`src/rtl/seq_detect_fsm.sv`:
```
// seq_detect_fsm: parametrised Moore sequence detector.
// A serial bit x, qualified by x_valid, is compared against PATTERN. The first
// bit received is PATTERN[PATTERN_W-1]. The state is the number of pattern bits
// currently matched. y is high while the accept state S[PATTERN_W] is held.
// OVERLAP=1 keeps the matched suffix after an accept. OVERLAP=0 restarts the
// history after an accept.
// Optional feature macro: SEQ_MATCH_CNT_EN adds a saturating match_count output.
module seq_detect_fsm #(
    parameter int                   PATTERN_W = 4,
    parameter logic [PATTERN_W-1:0] PATTERN   = 4'b1011,
    parameter bit                   OVERLAP   = 1'b1,
    parameter int                   CNT_W     = 8,
    parameter int                   SW        = $clog2(PATTERN_W + 1)
) (
    input  logic          clk,
    input  logic          reset,
    input  logic          x,
    input  logic          x_valid,
    output logic          y,
    output logic [SW-1:0] currentState,
    output logic [SW-1:0] nextState
`ifdef SEQ_MATCH_CNT_EN
    ,
    output logic [CNT_W-1:0] match_count
`endif
);

    typedef enum logic [SW-1:0] {
        S_IDLE   = '0,
        S_ACCEPT = SW'(PATTERN_W)
    } state_t;

    // One SW-bit entry for each (state, input bit) pair. States run from 0 to PATTERN_W.
    localparam int TBL_W = (PATTERN_W + 1) * 2 * SW;

    // This function gives the successor of state k on input bit b. It returns the
    // longest prefix of the pattern that is also a suffix of (prefix_k, b). A match
    // of the next bit is the case j = k+1.
    function automatic logic [SW-1:0] next_for(input int k, input logic b);
        int   best;
        int   m;
        logic ok;
        logic sb;
        logic pb;
        best = 0;
        if (k == PATTERN_W && !OVERLAP) begin
            best = (b == PATTERN[PATTERN_W-1]) ? 1 : 0;
        end else begin
            for (int j = 1; j <= PATTERN_W; j++) begin
                if (j <= k + 1) begin
                    ok = 1'b1;
                    for (int i = 0; i < j; i++) begin
                        // m is a position in the sequence (prefix_k, b). Position k is the new bit.
                        m = k + 1 - j + i;
                        if (m == k) begin
                            sb = b;
                        end else begin
                            sb = PATTERN[PATTERN_W-1-m];
                        end
                        pb = PATTERN[PATTERN_W-1-i];
                        if (sb != pb) begin
                            ok = 1'b0;
                        end
                    end
                    if (ok) begin
                        best = j;
                    end
                end
            end
        end
        return SW'(best);
    endfunction

    function automatic logic [TBL_W-1:0] build_table();
        logic [TBL_W-1:0] t;
        t = '0;
        for (int k = 0; k <= PATTERN_W; k++) begin
            for (int b = 0; b < 2; b++) begin
                t[(k*2+b)*SW +: SW] = next_for(k, b[0]);
            end
        end
        return t;
    endfunction

    // The transition table is a constant. No search logic exists in hardware.
    localparam logic [TBL_W-1:0] TRANS = build_table();

    state_t state_q;
    int     tbl_idx;

    assign currentState = state_q;

    // Next-state lookup. With x_valid low the state holds. An unreachable encoding returns to S0.
    always_comb begin
        nextState = state_q;
        tbl_idx   = 0;
        if (x_valid) begin
            if (state_q <= S_ACCEPT) begin
                tbl_idx   = int'({state_q, x}) * SW;
                nextState = TRANS[tbl_idx +: SW];
            end else begin
                nextState = '0;
            end
        end
    end

    // State register and registered Moore output. Reset overrides x_valid.
    always_ff @(posedge clk) begin
        if (reset) begin
            state_q <= S_IDLE;
            y       <= 1'b0;
        end else if (x_valid) begin
            state_q <= state_t'(nextState);
            y       <= (nextState == S_ACCEPT);
        end
    end

`ifdef SEQ_MATCH_CNT_EN
    // Count the valid bits that enter the accept state. The count saturates at all-ones.
    always_ff @(posedge clk) begin
        if (reset) begin
            match_count <= '0;
        end else if (x_valid && (nextState == S_ACCEPT) && (match_count != '1)) begin
            match_count <= match_count + 1'b1;
        end
    end
`endif

endmodule

```
`config.mk`:
```
export PLATFORM = sky130hd
export DESIGN_NAME = seq_detect_fsm
export DESIGN_NICKNAME = d
export VERILOG_FILES = /design/src/rtl/seq_detect_fsm.sv
export SDC_FILE = /design/constraint.sdc
export NUM_CORES = 1
export LEC_CHECK = 0
export BUFFER_PORTS_ARGS = -buffer_cell sky130_fd_sc_hd__buf_2
export CAP_MARGIN = 20
export CORE_AREA = 2 2 39 41
export CTS_BUF_LIST = sky130_fd_sc_hd__clkbuf_4 sky130_fd_sc_hd__clkbuf_8 sky130_fd_sc_hd__clkbuf_16
export DETAILED_ROUTE_END_ITERATION = 8
export DIE_AREA = 0 0 41 43
export REMOVE_ABC_BUFFERS = 1
export SLEW_MARGIN = 30
export SYNTH_ARGS = -nofsm -noshare
export SYNTH_HDL_FRONTEND = slang
export SYNTH_SLANG_ARGS = --single-unit
```
`constraint.sdc`:
```
create_clock -name clk -period 2 [get_ports clk]
set_input_delay 0.4 -clock clk [delete_from_list [all_inputs] [get_ports clk]]
set_output_delay 0.4 -clock clk [all_outputs]
set_load 0.01 [all_outputs]
```
==> metrics.yaml, run 1 <==
area_growth_syn_to_layout_pct: 32.9
crit_end: "nextState[0]"
grtUsageTotal_pct: 8.63
powerDensity_mw_per_mm2: 567
drt_first_pass_iters: 4
core_area_sq_mm: 0.00138
cts_tree: "done"
drt_wl_total_um: 668
pin_count: 11
synth_seq_cells: 4
grt_overflow: 0
cts_buffers: 3
syn_area_per_cell_sq_um: 9.21
r2r_cells: 4
seq_area_sq_um: 81.3
crit_family: "compound AO/OA/AOI/OAI gates"
vias: 278
drive_gt1_share_pct: 41.3
cts-htree-levels: 1
nNetsFinal: 56
via_per_inst: 4.48
timing.setup.tns_ps: 0
slowest_stage: "dfxtp_2"
preCtsSetupSlack_ps: 226
required_ps: 1600
reg2reg_to: "currentState[0]"
antennaDiodeCount: 0
die_w_um: 41
maxSlewHeadroom_pct: 79.8
cap_violations: 0
startpoint: "currentState[0]"
yosysWarningCount: 0
grt_pass1_wl_um: 972
rsz0062_at_grt: "false"
antenna_found_initial: 0
outcome: "finished clean"
die_y_um: 43
ir_drop_uv: 387
dr.first_iter.drc_count: 3
final_cell_mix: "10 x buf_2, 4 x ha_1"
cp_num_buf_inv: 2
clkTransAtPathRegs_ps: 40
post_cts_resized: 0
critPathKind: "reg -> out"
fmax_mhz: 520
drc: 0
nFillCells: 152
r2r-start: "currentState[0]"
crit_chain: "inv_1 -> ha_1 -> a311oi_2 -> a211oi_1 -> buf_2"
clk_latency_ps: 230
synth.cell_area_sq_um: 304
multi_input_area_sq_um: 219
setup_viol: 0
grt_max_degree: 10
finalHoldViolations: 0
synth.yosys.seq_area_share_pct: 26.3
finalWorstSetupSlack_ps: 76.8
gp_congestion: 0.724
io_buffers: 10
fin_worst_skew_ps: 4.24
cp_max_fo: 5
ant_nets: 0
wl_per_cell_um: 10.8
core.rowCount: 14
synthDistinctLibCells: 20
tightest_slew_ps: 302
cp.depth: 5
critPathArrivalTime_ps: 1520
slew_viol_final: 0
hp-class: "in -> reg"
min_period_ps: 1920
initial_core_util_pct: 22.0
p_leak_nw: 0.192
final.period_utilization_pct: 96.2
hold_buffers: 0
layout_commonest_cell: "buf_2"
start_kind: "flip-flop"
postCtsSetupBuffers: 0
root_buffer: "clkbuf_4"
floorplan.die_area_sq_mm: 0.00176
grt_pass1_vias: 254
max_stage_delay_ps: 360
end_kind: "primary output"
r2r_setup_slack_ps: 710
postSynthCellCount: 33
clkSinkCount: 4
clk_path_buf_depth: 2
## report_power, final
part	switching, W	internal [W]
logic	0.0000249	0.0000181
clock network	0.0000332	0.0000671
registers	0.00000307	0.0000829
total	0.0000611	0.000168
## metal layers
metal | vias up | share of wire (%) | GRT usage, %
li1 | 143 | - | -
met1 | 128 | 42 | 8.68
met2 | 7 | 51 | 12.8
met3 | 0 | 6.9 | 9.42
met4 | 0 | 0 | 0
met5 | - | 0 | 0
## logic make-up after synthesis
| group | Yosys count | share of synthesized area, % |
|---|---|---|
| AND/OR/NAND/NOR | 13 | 28.8 |
| AO/OA/AOI/OAI | 8 | 19.8 |
| adder cells (fa/ha/maj) | 4 | 16.5 |
| flip-flops | 4 | 26.3 |
| buffers and inverters | 3 | 3.70 |
| multiplexers | 1 | 4.94 |
## area by class of cell
class                      instances  share of cell area [%]
multi-input combinational         26                    54.2
inverter                           3                    2.79
sequential                         4                    20.1
timing repair buffer              10                    12.4
tap                               16                    4.95
clock buffer                       3                    5.57
## how the worst min path moves through the flow
| stage | from | to | cells past startpoint | slack [ps] |
|---|---|---|---|---|
| floorplan | reset | currentState[2] | 1 | 460 |
| global placement | y | y | 2 | 460 |
| detailed placement | y | y | 2 | 460 |
| CTS | reset | currentState[2] | 2 | 410 |
| global route | reset | currentState[2] | 2 | 410 |
| finish | reset | currentState[2] | 2 | 420 |
## sequential cells by signal (all words and copies together) (netlist names)
signal and flops:
y 1, currentState 3
## metrics by stage
step           hold slack [ps]  util, %  cells  power [W]  cell area, sq um
2_1_floorplan              464        -     33   0.000111               304
3_3_place_gp               457     27.0     59   0.000127               374
4_1_cts                    410     28.7     62   0.000231               397
5_1_grt                    412     29.2     62   0.000249               404
3_5_place_dp               465     27.0     59   0.000127               374
6_report                   419     29.2     62   0.000229               404
## synthesized netlist by cell type, drive strengths merged
| cell | number | area share, % |
|---|---|---|
| nor2 | 2 | 2.5 |
| dfxtp | 4 | 26 |
| nor2b | 3 | 8.6 |
| and2 | 1 | 2.1 |
| a2111oi | 1 | 3.3 |
| a311oi | 1 | 2.9 |
| mux2 | 1 | 4.9 |
| ha | 4 | 16 |
| inv | 3 | 3.7 |
| a211oi | 1 | 2.5 |
| nand2b | 3 | 6.2 |
| or2 | 1 | 2.1 |
| o21ai | 1 | 1.6 |
| o2bb2ai | 2 | 5.8 |
| nand3 | 1 | 1.6 |
| a21oi | 1 | 1.6 |
| a31oi | 1 | 2.1 |
| and2b | 1 | 2.9 |
| and3b | 1 | 2.9 |
No activity file was read; power rests on OpenSTA's default activity.
==> run 2: changes to the inputs <==
ABC_AREA = 1   (was not set)
SKIP_LAST_GASP = 1   (was not set)
==> metrics.yaml, run 2 <==
outcome: "finished clean"
synth_edf_count: 0  # unchanged
grt_pass1_wl_um: 1080  # +11%
required_ps: 1600  # about the same
use_met3_pct: 3.14  # -6.3 points
cts_buffers: 3  # unchanged
cts_tree: "done"
pin_count: 11  # unchanged
final_area_sq_um: 403  # -0.31%
clkSinkCount: 4  # unchanged
vias: 307  # +10%
syn_area_per_cell_sq_um: 6.18  # -33%
yosysWarningCount: 0  # unchanged
synth_seq_cells: 4  # unchanged
tightest_slew_ps: 198  # -103 ps
drc: 0  # unchanged
dp_hpwl_um: 500
post-synth-top-area-fraction_pct: 26.4  # +0.11 points
core_area_sq_mm: 0.00138  # unchanged
floorplan.die_area_sq_mm: 0.00176  # unchanged
grt_use_met2_pct: 11.9  # -0.94 points
end_kind: "primary output"
cp_max_fo: 5  # unchanged
finalHoldViolations: 0  # unchanged
core.rowCount: 14  # unchanged
antenna_found_initial: 0  # unchanged
placed_area_sq_um: 380  # +1.7%
ant_nets: 0  # unchanged
reg2reg_to: "y"
fin_worst_skew_ps: 3.30  # -0.938 ps
postSynthCellCount: 49  # +48%
start_kind: "flip-flop"
ys_async_sr_fraction_pct: 0  # unchanged
dr.first_iter.drc_count: 0  # -3
critPathKind: "reg -> out"
wl_per_cell_um: 7.47  # -31%
rsz0062_at_grt: "false"
r2r_cells: 11  # +7
yosysTopAreaCell: "dfxtp_1"
final.period_utilization_pct: 86.5  # -9.7 points
post_cts_resized: 0  # unchanged
synthTopCellsByCount: "13 x nand2_1, 11 x inv_1, 8 x nor2_1"
die_y_um: 43  # unchanged
largest_register_ffs: 3  # unchanged
final_cell_mix: "13 x nand2_1, 11 x inv_1, 10 x buf_2"
grt_max_degree: 7  # -3
critPathArrivalTime_ps: 1330  # -190 ps
hold_end: "currentState[1]"
grtUsageTotal_pct: 9.33  # +0.69 points
timing.hold.ws_ps: 372  # -46.8 ps
postCtsSetupBuffers: 0  # unchanged
nNetsFinal: 73  # +30%
dp.cells: 76  # +29%
initial_core_util_pct: 21.9  # -0.090 points
clk_latency_ps: 230  # about the same
instances_no_fill: 79  # +27%
drt_wl_total_um: 590  # -12%
grt_pass1_vias: 287  # +13%
die_w_um: 41  # unchanged
setup_viol: 0  # unchanged
p_leak_nw: 0.252  # +31%
synth_ff_type: "dfxtp_1"
maxSlewHeadroom_pct: 86.8  # +6.9 points
timing.setup.tns_ps: 0  # unchanged
synthDistinctLibCells: 9  # -55%
root_buffer: "clkbuf_4"
powerDensity_mw_per_mm2: 534  # -5.8%
min_period_ps: 1730  # -194 ps
drt_first_pass_iters: 1  # -3
antennaDiodeCount: 0  # unchanged
finalWorstSetupSlack_ps: 271  # +194 ps
grt_overflow: 0  # unchanged
synth_most_common_cell: "nand2_1"
fmax_mhz: 578  # +11%
synthTopCellsByArea: "dfxtp_1 26%, ha_1 17%, nand2_1 16%, inv_1 14%, nor2_1 9.9%"
synth.cell_area_sq_um: 303  # -0.41%
cts-htree-levels: 1  # unchanged
via_per_inst: 3.89  # -13%
hp-start: "reset"
hold_buffers: 0  # unchanged
busiest_layer: "met2"
area_growth_syn_to_layout_pct: 33.1
drive_gt1_share_pct: 27.0  # -14 points
layout_commonest_cell: "nand2_1"
hp-class: "in -> reg"
io_buffers: 10  # unchanged
r2r_setup_slack_ps: 750  # +40 ps
clkTransAtPathRegs_ps: 40  # about the same
cap_violations: 0  # unchanged
slew_viol_final: 0  # unchanged
min_path_cells: 2  # unchanged
nFillCells: 156  # +2.6%
ir_drop_uv: 246  # -36%
preCtsSetupSlack_ps: 274  # +47.3 ps
clk_path_buf_depth: 2  # unchanged
gp_congestion: 0.760  # +4.9%
synth.yosys.seq_area_share_pct: 26.4  # +0.11 points
r2r-start: "currentState[0]"
use_met1_pct: 11.9  # +3.2 points
[run 2: per-stage QoR]
stage | power [W] | utilization (%)
floorplan | 0.000106 | -
global placement | 0.000121 | 27.5
detailed placement | 0.000121 | 27.5
CTS | 0.000222 | 29.1
global route | 0.000233 | 29.1
finish | 0.000215 | 29.1
[run 2: cells by family (layout without fill, tap and decap cells)]
logic type / after synthesis / count (layout) / synth area share, %
compound gates: 2 / 2 / 3.31
fa+ha+maj: 4 / 4 / 16.5
buf+inv: 11 / 25 / 13.6
flops: 4 / 4 / 26.4
simple gates: 28 / 28 / 40.1
[run 2: worst max-delay path by stage]
stage | from | endpoint | depth (start not counted)
floorplan | currentState[0] | nextState[1] | 8
global placement | x | nextState[1] | 10
detailed placement | x | nextState[1] | 10
CTS | currentState[0] | nextState[2] | 7
global route | currentState[0] | nextState[1] | 9
finish | currentState[0] | nextState[2] | 7
[run 2: where the power goes]
group / switching, W / internal (W)
registers: 0.00000134 / 0.0000823
logic: 0.0000211 / 0.0000144
clock network: 0.0000294 / 0.0000669
total: 0.0000518 / 0.000164
[run 2: area by class of cell]
class / instances / area, sq um / area share, %
inverters: 11 / 41.3 / 10.2
well taps: 16 / 20.0 / 4.97
clock buffers: 3 / 22.5 / 5.59
repair buffers: 11 / 57.6 / 14.3
flip-flops and latches: 4 / 80.1 / 19.9
multi-input cells: 34 / 181 / 45.0
[run 2: routing by layer]
layer / up-vias / part of all wire [%]
met3: 0 / 4.6
met5: - / 0
met1: 128 / 48
li1: 173 / -
met2: 6 / 47
met4: 0 / 0
[run 2: worst max-delay path: stages (launching register included)]
cell and delay (ps):
dfxtp_1 300, buf_4 140, ha_1 170, nand3_1 90, nor2_1 50, a21oi_1 160
inv_1 50, buf_2 130
